`config.mk`:
```
export PLATFORM = sky130hd
export DESIGN_NAME = sign_config_ctrl_flat
export DESIGN_NICKNAME = d
export VERILOG_FILES = /design/src/rtl/sign_config_ctrl_if.sv /design/src/rtl/sign_config_ctrl.sv /design/src/flat_wrapper.sv
export SDC_FILE = /design/constraint.sdc
export NUM_CORES = 1
export LEC_CHECK = 0
export ABC_CLOCK_PERIOD_IN_PS = 1060
export CORE_MARGIN = 2
export CORE_UTILIZATION = 41
export DETAILED_ROUTE_END_ITERATION = 10
export GPL_ROUTABILITY_DRIVEN = 0
export PLACE_DENSITY = 0.73
export SLEW_MARGIN = 20
export SYNTH_ARGS = -nofsm -noshare
export SYNTH_HDL_FRONTEND = slang
export SYNTH_SLANG_ARGS = --single-unit
```
`constraint.sdc`:
```
create_clock -name clk -period 1.06 [get_ports clk]
set_input_delay 0.212 -clock clk [delete_from_list [all_inputs] [get_ports clk]]
set_output_delay 0.212 -clock clk [all_outputs]
set_load 0.005 [all_outputs]
```
`src/rtl/sign_config_ctrl_if.sv`:
```
`default_nettype none
// ============================================================================
// Module   : sign_config_ctrl_if
// Brief    : Configuration handshake, commit/clear controls and the resulting
//            per-brick sign masks shared by sign_config_ctrl and its driver.
// Revision : 1.0
// ============================================================================
interface sign_config_ctrl_if #(
    parameter int BRICKS = 4
);
    localparam int WW = $clog2(BRICKS) + 2;

    logic              cfg_valid;
    logic              cfg_ready;
    logic [WW-1:0]     cfg_in_width;
    logic [WW-1:0]     cfg_weight_width;
    logic              cfg_in_sgn_en;
    logic              cfg_weight_sgn_en;
    logic              commit;
    logic              err_clear;
    logic [BRICKS-1:0] in_signed;
    logic [BRICKS-1:0] weight_signed;
    logic              active_valid;
    logic              pending;
    logic              cfg_error;

    modport master (
        output cfg_valid, cfg_in_width, cfg_weight_width,
               cfg_in_sgn_en, cfg_weight_sgn_en, commit, err_clear,
        input  cfg_ready, in_signed, weight_signed,
               active_valid, pending, cfg_error
    );

    modport slave (
        input  cfg_valid, cfg_in_width, cfg_weight_width,
               cfg_in_sgn_en, cfg_weight_sgn_en, commit, err_clear,
        output cfg_ready, in_signed, weight_signed,
               active_valid, pending, cfg_error
    );
endinterface
`default_nettype wire

```
`src/rtl/sign_config_ctrl.sv`:
```
`default_nettype none
// ============================================================================
// Module   : sign_config_ctrl
// Brief    : Shadow/active precision configuration with per-brick sign-mask
//            decode, committed at layer boundaries, sticky illegal-width flag.
// Revision : 1.0
// ============================================================================
module sign_config_ctrl #(
    parameter int BRICKS = 4
) (
    input  wire             clk,
    input  wire             reset,
    sign_config_ctrl_if.slave cfg
);
    localparam int WW = $clog2(BRICKS) + 2;

    localparam logic [0:0] S_EMPTY  = 1'b0;
    localparam logic [0:0] S_LOADED = 1'b1;

    // Width 2^k with k>=2 spans 2^(k-1) bricks; only the top brick carries sign.
    function automatic logic [BRICKS-1:0] f_decode(input logic [WW-1:0] w,
                                                   input logic        sgn);
        logic [BRICKS-1:0] m;
        m = '0;
        if (sgn) begin
            if (w[0] | w[1]) begin
                m = '1;
            end else begin
                for (int k = 2; k < WW; k++) begin
                    if (w[k]) begin
                        for (int i = 0; i < BRICKS; i++) begin
                            m[i] = ((i % (1 << (k - 1))) == ((1 << (k - 1)) - 1));
                        end
                    end
                end
            end
        end
        return m;
    endfunction

    logic [0:0]        r_state;
    logic [0:0]        w_state_nxt;
    logic [WW-1:0]     r_sh_in_width;
    logic [WW-1:0]     r_sh_weight_width;
    logic              r_sh_in_sgn;
    logic              r_sh_weight_sgn;
    logic [BRICKS-1:0] r_in_mask;
    logic [BRICKS-1:0] r_weight_mask;
    logic              r_active_valid;
    logic              r_cfg_error;

    logic              w_pending;
    logic              w_ready;
    logic              w_xfer;
    logic              w_legal;
    logic              w_load;
    logic              w_bad;
    logic              w_commit_go;

    assign w_xfer  = cfg.cfg_valid & w_ready;
    assign w_legal = $onehot(cfg.cfg_in_width) & $onehot(cfg.cfg_weight_width);
    assign w_load  = w_xfer & w_legal;
    assign w_bad   = w_xfer & ~w_legal;

    always_ff @(posedge clk or posedge reset) begin
        if (reset) begin
            r_state <= S_EMPTY;
        end else begin
            r_state <= w_state_nxt;
        end
    end

    always_comb begin
        w_state_nxt = r_state;
        case (r_state)
            S_EMPTY:  if (w_load)     w_state_nxt = S_LOADED;
            S_LOADED: if (cfg.commit) w_state_nxt = S_EMPTY;
            default:                  w_state_nxt = S_EMPTY;
        endcase
    end

    always_comb begin
        w_pending   = (r_state == S_LOADED);
        w_ready     = ~w_pending;
        w_commit_go = w_pending & cfg.commit;
    end

    always_ff @(posedge clk or posedge reset) begin
        if (reset) begin
            r_sh_in_width     <= '0;
            r_sh_weight_width <= '0;
            r_sh_in_sgn       <= 1'b0;
            r_sh_weight_sgn   <= 1'b0;
        end else if (w_load) begin
            r_sh_in_width     <= cfg.cfg_in_width;
            r_sh_weight_width <= cfg.cfg_weight_width;
            r_sh_in_sgn       <= cfg.cfg_in_sgn_en;
            r_sh_weight_sgn   <= cfg.cfg_weight_sgn_en;
        end
    end

    // Active masks change only on a commit that finds a loaded shadow.
    always_ff @(posedge clk or posedge reset) begin
        if (reset) begin
            r_in_mask      <= '0;
            r_weight_mask  <= '0;
            r_active_valid <= 1'b0;
        end else if (w_commit_go) begin
            r_in_mask      <= f_decode(r_sh_in_width, r_sh_in_sgn);
            r_weight_mask  <= f_decode(r_sh_weight_width, r_sh_weight_sgn);
            r_active_valid <= 1'b1;
        end
    end

    // Setting takes priority over a coincident clear.
    always_ff @(posedge clk or posedge reset) begin
        if (reset) begin
            r_cfg_error <= 1'b0;
        end else if (w_bad) begin
            r_cfg_error <= 1'b1;
        end else if (cfg.err_clear) begin
            r_cfg_error <= 1'b0;
        end
    end

    assign cfg.cfg_ready     = w_ready;
    assign cfg.pending       = w_pending;
    assign cfg.in_signed     = r_in_mask;
    assign cfg.weight_signed = r_weight_mask;
    assign cfg.active_valid  = r_active_valid;
    assign cfg.cfg_error     = r_cfg_error;

endmodule
`default_nettype wire

```
`src/flat_wrapper.sv`:
```
// flat-port wrapper written by rule: the top's interface ports become plain ports
module sign_config_ctrl_flat 
#(
    parameter int BRICKS = 4
)
  (clk, reset, cfg_cfg_valid, cfg_cfg_in_width, cfg_cfg_weight_width, cfg_cfg_in_sgn_en, cfg_cfg_weight_sgn_en, cfg_commit, cfg_err_clear, cfg_cfg_ready, cfg_in_signed, cfg_weight_signed, cfg_active_valid, cfg_pending, cfg_cfg_error);
  sign_config_ctrl_if #(.BRICKS(BRICKS)) cfg_i ();
  input  wire clk;
  input  wire reset;
  input wire logic [$bits(cfg_i.cfg_valid)-1:0] cfg_cfg_valid;
  input wire logic [$bits(cfg_i.cfg_in_width)-1:0] cfg_cfg_in_width;
  input wire logic [$bits(cfg_i.cfg_weight_width)-1:0] cfg_cfg_weight_width;
  input wire logic [$bits(cfg_i.cfg_in_sgn_en)-1:0] cfg_cfg_in_sgn_en;
  input wire logic [$bits(cfg_i.cfg_weight_sgn_en)-1:0] cfg_cfg_weight_sgn_en;
  input wire logic [$bits(cfg_i.commit)-1:0] cfg_commit;
  input wire logic [$bits(cfg_i.err_clear)-1:0] cfg_err_clear;
  output wire logic [$bits(cfg_i.cfg_ready)-1:0] cfg_cfg_ready;
  output wire logic [$bits(cfg_i.in_signed)-1:0] cfg_in_signed;
  output wire logic [$bits(cfg_i.weight_signed)-1:0] cfg_weight_signed;
  output wire logic [$bits(cfg_i.active_valid)-1:0] cfg_active_valid;
  output wire logic [$bits(cfg_i.pending)-1:0] cfg_pending;
  output wire logic [$bits(cfg_i.cfg_error)-1:0] cfg_cfg_error;
  assign cfg_i.cfg_valid = cfg_cfg_valid;
  assign cfg_i.cfg_in_width = cfg_cfg_in_width;
  assign cfg_i.cfg_weight_width = cfg_cfg_weight_width;
  assign cfg_i.cfg_in_sgn_en = cfg_cfg_in_sgn_en;
  assign cfg_i.cfg_weight_sgn_en = cfg_cfg_weight_sgn_en;
  assign cfg_i.commit = cfg_commit;
  assign cfg_i.err_clear = cfg_err_clear;
  assign cfg_cfg_ready = cfg_i.cfg_ready;
  assign cfg_in_signed = cfg_i.in_signed;
  assign cfg_weight_signed = cfg_i.weight_signed;
  assign cfg_active_valid = cfg_i.active_valid;
  assign cfg_pending = cfg_i.pending;
  assign cfg_cfg_error = cfg_i.cfg_error;
  sign_config_ctrl #(.BRICKS(BRICKS)) u_core (.clk(clk), .reset(reset), .cfg(cfg_i));
endmodule
```
Word level (Yosys, flattened, before mapping)
Cells that the tools add are included.
{"block": "totals", "input_bits": 15, "n_memories": 0, "output_inout_bits": 12, "word_cells": 40, "rom_bits": 0, "mem_bits_rw": 0, "latchBits": 0, "reg_bits": 21}
{"block": "op_classes", "n_eq_ne": 2, "n_addsub": 6, "magnitude_cmp": 0, "div_mod_pow": 0, "reduce_logical": 1, "n_bitwise": 9, "shifts": 0, "muxes": 13, "mul": 0}
{"op": "$mux 4", "count": 8}
{"op": "$add 1x1->2", "count": 4}
{"op": "$add 3x3->3", "count": 2}
{"op": "$eq 3x1->1 const B", "count": 2}
{"op": "$and 1x1->1", "count": 5}
{"op": "$mux 1", "count": 4}
{"op": "$not 1->1", "count": 2}
{"op": "$or 1x1->1", "count": 2}
{"op": "$pmux 1 s2", "count": 1}
{"op": "$reduce_bool 2->1", "count": 1}

Logic depth before layout (Yosys ltp)
{"block": "logic_depth", "word_depth": 7, "depth_mapped": 7, "depth_no_buf": 6}

Least setup slack after synthesis
Ideal clock, no wire load.
{"block": "synth_path", "path_kind": "input port to flip-flop", "start": "input cfg_cfg_in_width[2]", "end": "register u_core.r_sh_in_sgn", "setup_slack_ns": -1.014, "required_ns": 0.935, "setup_time_ns": 0.125, "arrival_time_ns": 1.948, "stages": 7, "path_buffers": 1, "cell_sequence": "ha_1 ha_1 fa_1 and4bb_1 nand4_2 buf_6 mux2_4"}
{"block": "synth_between", "elab_chain_len": 5}
{"item": "from (decl)", "line_no": "flat_wrapper.sv:11", "source": "input wire logic [$bits(cfg_i.cfg_in_width)-1:0] cfg_cfg_in_width;"}
{"item": "$add 1x1->2 (implied by the code)", "line_no": "sign_config_ctrl.sv:61", "source": "assign w_legal = $onehot(cfg.cfg_in_width) & $onehot(cfg.cfg_weight_width);"}
{"item": "$add 3x3->3 (implied by the code)", "line_no": "sign_config_ctrl.sv:61"}
{"item": "$eq 3x1->1", "line_no": "sign_config_ctrl.sv:61"}
{"item": "$and 1x1->1", "line_no": "sign_config_ctrl.sv:61"}
{"item": "$and 1x1->1", "line_no": "sign_config_ctrl.sv:62", "source": "assign w_load = w_xfer & w_legal;"}
{"item": "to (signal assigned)", "line_no": "sign_config_ctrl.sv:97", "source": "r_sh_in_sgn <= cfg.cfg_in_sgn_en;"}
{"item": "to (decl)", "line_no": "sign_config_ctrl.sv:45", "source": "logic r_sh_in_sgn;"}
No other way between the ends.
A chain may end at the register's enable or synchronous reset.

Worst setup path after layout
{"block": "layout_path", "start": "input cfg_cfg_in_width[2]", "end": "register u_core.r_sh_in_width[3]"}
{"block": "layout_between", "elab_chain_len": 5}
{"item": "$add 1x1->2 (implied by the code)", "line_no": "sign_config_ctrl.sv:61"}
{"item": "$add 3x3->3 (implied by the code)", "line_no": "sign_config_ctrl.sv:61"}
{"item": "$eq 3x1->1", "line_no": "sign_config_ctrl.sv:61"}
{"item": "$and 1x1->1", "line_no": "sign_config_ctrl.sv:61"}
{"item": "$and 1x1->1", "line_no": "sign_config_ctrl.sv:62"}
{"item": "to (signal assigned)", "line_no": "sign_config_ctrl.sv:95", "source": "r_sh_in_width <= cfg.cfg_in_width;"}
{"item": "to (decl)", "line_no": "sign_config_ctrl.sv:43", "source": "logic [WW-1:0] r_sh_in_width;"}
No other way between the ends.

==> results.sh <==
export IMPL_clock_sinks=19
export IMPL_synth_top_family_by_area="multiplexers"
export IMPL_placement_setup_worst_slack_ns=-1.52
export IMPL_routed_wl_met3_um=94
export IMPL_fin_worst_skew_ns=0.00893
export IMPL_drt_first_iter_violations=1
export IMPL_placement_io_buffers=26
export IMPL_synth_seq_cells=19
export IMPL_worst_slew_pin_slew_ns=0.242
export IMPL_synthMuxAreaShare=0.155
export IMPL_synth_fa_ha_area_frac=0.122
export IMPL_firstDrtPassIters=3
export IMPL_worst_endpoint_arrival_ns=2.04
export IMPL_grt_pass1_vias=687
export IMPL_timing_slew_headroom=0.837
export IMPL_diodes=0
export IMPL_finalPower_mw=2.89
export IMPL_post_synthesis_cell_count=72
export IMPL_timing_final_crit_period_ns=1.84
export IMPL_post_synth_cell_area_avg_um2=13.1
export IMPL_maximum_number_of_pins_on_one_net_before_global_route_repair=20
export IMPL_syn_cell_area_um2=943
export IMPL_critical_path_required_ns=1.26
export IMPL_drt_antenna_violating_nets=0
export IMPL_setup_violations=16
export IMPL_insertion_delay_ns=0.30
export IMPL_final_cell_count_no_fill=146
export IMPL_timing_hold_worst_start="cfg_cfg_in_width[0]"
export IMPL_cp_class="input pin to register"
export IMPL_finalCritPeriodShare=1.74
export IMPL_grt_antenna_before_repair=0
export IMPL_cts_reportedPaths_clkPinSlew_ns=0.11
export IMPL_synth_simple_gate_area_share=0.0822
export IMPL_num_nets_final=142
export IMPL_violations_in_the_final_reports="setup timing"
export IMPL_layout_cells_most_common="sky130_fd_sc_hd__dfrtp_1"
export IMPL_ctsHtreeMaxLevel=1
export IMPL_drt_wirelength_per_cell_um=13.7
export IMPL_topRoutingLayerUsed="met4"
export IMPL_floorplan_initialDensity=0.431
export IMPL_achievable_frequency_ghz=0.542
export IMPL_class_of_the_tightest_hold_or_removal_check="input pin to register"
export IMPL_grt_overflow_total=0
export IMPL_unrepaired_setup_endpoints_after_global_routing="true"
export IMPL_final_worst_setup_slack_ns=-0.784
export IMPL_final_hold_violation_count=0
export IMPL_cts_root_buffer="sky130_fd_sc_hd__clkbuf_4"
export IMPL_power_ir_vdd_worst_uv=981
export IMPL_synthDistinctLibCells=19
export IMPL_drive_gt1_frac=0.576
export IMPL_synth_nets=95
export IMPL_met2_wirelength_um=989
export IMPL_vias=707
export IMPL_standard_cell_core_area_um2=2190
export IMPL_timing_critical_path_to_type="register"
export IMPL_critical_path_max_stage_delay_ns=0.41
export IMPL_grt_first_pass_wirelength_mm=3.19
export IMPL_design_area_um2=1510
export IMPL_most_common_layout_cells="sky130_fd_sc_hd__dfrtp_1 (19), sky130_fd_sc_hd__buf_4 (13), sky130_fd_sc_hd__buf_6 (12)"
export IMPL_hold_depth=2
export IMPL_synth_xor_area_frac=0
export IMPL_detailed_place_area_um2=1300
export IMPL_drv_max_cap_violation_count=0
export IMPL_std_cell_rows=17
export IMPL_synth_compound_gate_area_share=0.0928
export IMPL_num_io_pins=27
export IMPL_hold_slack_ns=0.140
export IMPL_finalMaxSlewViolations=0
export IMPL_r2r_cells=5
export IMPL_worstHoldEndpoint="u_core.r_sh_in_width[0]$_DFFE_PP0P_"
export IMPL_critPathLaunchType="input pin"
export IMPL_worst_reg2reg_path_startpoint="u_core.cfg.pending$_DFF_PP0_"
export IMPL_worst_path_most_repeated_cell="sky130_fd_sc_hd__ha_4"
export IMPL_die_height_um=52.0
export IMPL_m1WireLength_um=861
export IMPL_detail_route_wirelength_mm=2.00
export IMPL_die_w_um=52.0
export IMPL_cts_buffers_inserted=3
export IMPL_ys_warn_count=0
export IMPL_synth_sequential_area_ratio=0.504
export IMPL_tritoncts="done"
export IMPL_power_per_cell_area_nw_per_um2=1910
export IMPL_dp_hpwl_mm=1.35
export IMPL_cells_after_dpl=126
export IMPL_drc=0
export IMPL_critical_path_cell_chain="buf_6 -> ha_4 -> ha_4 -> fa_1 -> and4bb_2 -> nand4_4 -> clkbuf_16 -> mux2_4"
export IMPL_track_usage=0.170
export IMPL_ctsLongestPathBuffers=2
export IMPL_worst_path_max_delay_cell="sky130_fd_sc_hd__fa_1"
export IMPL_hold_buffers=0
export IMPL_result_of_the_run="finished with violations"
export IMPL_area_growth_synth_to_final_pct=60.5
export IMPL_worstPathMaxFanout=5
export IMPL_static_leak_nw=0.731
export IMPL_r2r_slack_ns=-0.30
export IMPL_rr_endpoint="u_core.r_sh_in_width[3]$_DFFE_PP0P_"
export IMPL_avgViaCountPerCell=4.84
export IMPL_fp_dieArea_um2=2700
[critical path, delay by kind of cell]
| family | cells | cell delay (ns) |
|---|---|---|
| mux | 1 | 0.29 |
| simple gates | 2 | 0.46 |
| fa+ha+maj | 3 | 0.79 |
| buf+inv | 2 | 0.28 |
[sequential cells by signal, summed over array words and instances (netlist names)]
| signal | count |
|---|---|
| u_core.cfg.weight_signed | 3 |
| u_core.r_sh_weight_width | 4 |
| u_core.cfg.in_signed | 3 |
| u_core.r_sh_in_width | 4 |
| u_core.cfg.cfg_error | 1 |
| u_core.cfg.pending | 1 |
| u_core.cfg.active_valid | 1 |
| u_core.r_sh_weight_sgn | 1 |
| u_core.r_sh_in_sgn | 1 |
[what timing repair did]
action	4_1_cts	5_1_grt
gates cloned	1	0
setup buffers	10	8
pin swaps	11	4
setup endpoints to repair	26	25
gates resized for setup	106	6
[worst max-delay path by stage]
stage	from	to	slack (ns)	cells after the start
after floorplan	cfg_cfg_in_width[0]	u_core.r_sh_in_sgn$_DFFE_PP0P_	-0.91	7
after global placement	cfg_cfg_in_width[0]	u_core.r_sh_weight_width[0]$_DFFE_PP0P_	-1.49	8
after detailed placement	cfg_cfg_in_width[1]	u_core.r_sh_in_width[1]$_DFFE_PP0P_	-1.52	8
after CTS	cfg_cfg_in_width[3]	u_core.r_sh_weight_width[3]$_DFFE_PP0P_	-0.93	9
after global routing	cfg_cfg_in_width[2]	u_core.r_sh_in_width[3]$_DFFE_PP0P_	-0.82	8
final	cfg_cfg_in_width[2]	u_core.r_sh_in_width[3]$_DFFE_PP0P_	-0.78	8
[metal layers]
layer	GRT usage	vias to the layer above
met4	0.105	0
met1	0.206	338
met2	0.287	21
met3	0.0172	4
met5	0	-
li1	-	344
[where the power goes]
group          switching [mW]  internal [mW]  total, mW
registers               0.280           1.02       1.30
clock network           0.220          0.141      0.361
logic                   0.381          0.847       1.23
total                   0.881           2.01       2.89
[layout make-up]
cell class,count,area (um^2)
fillers,152,677
multi-input cells,46,539
flip-flops and latches,19,475
repair buffers,46,425
well taps,28,35.0
clock buffers,3,22.5
inverters,3,11.3
clock inverters,1,5.00
[cells by family after synthesis]
logic type / Yosys count
compound gates: 14
flops: 19
mux: 10
buf+inv: 7
fa+ha+maj: 8
simple gates: 14
[cells in the mapped netlist (all sizes together)]
library cell | number | area (um^2)
dfrtp | 19 | 475
mux2 | 10 | 146
o21ai | 9 | 45.0
nand2 | 8 | 30.0
ha | 6 | 75.1
buf | 3 | 26.3
inv | 3 | 11.3
fa | 2 | 40.0
nor2b | 2 | 12.5
o31ai | 2 | 15.0
o41ai | 2 | 17.5
a32o | 1 | 10.0
and4bb | 1 | 12.5
clkbuf | 1 | 3.75
nand2b | 1 | 6.26
nand4 | 1 | 12.5
nor2 | 1 | 3.75
[stage by stage]
step | setup TNS, ns | utilization
CTS | -10.34 | 0.673
global placement | -18.83 | 0.595
detailed placement | -19.25 | 0.595
global route | -9.98 | 0.691
floorplan | -10.16 | -
finish | -9.32 | 0.691
Note: power is estimated with default switching activity, not from simulation.
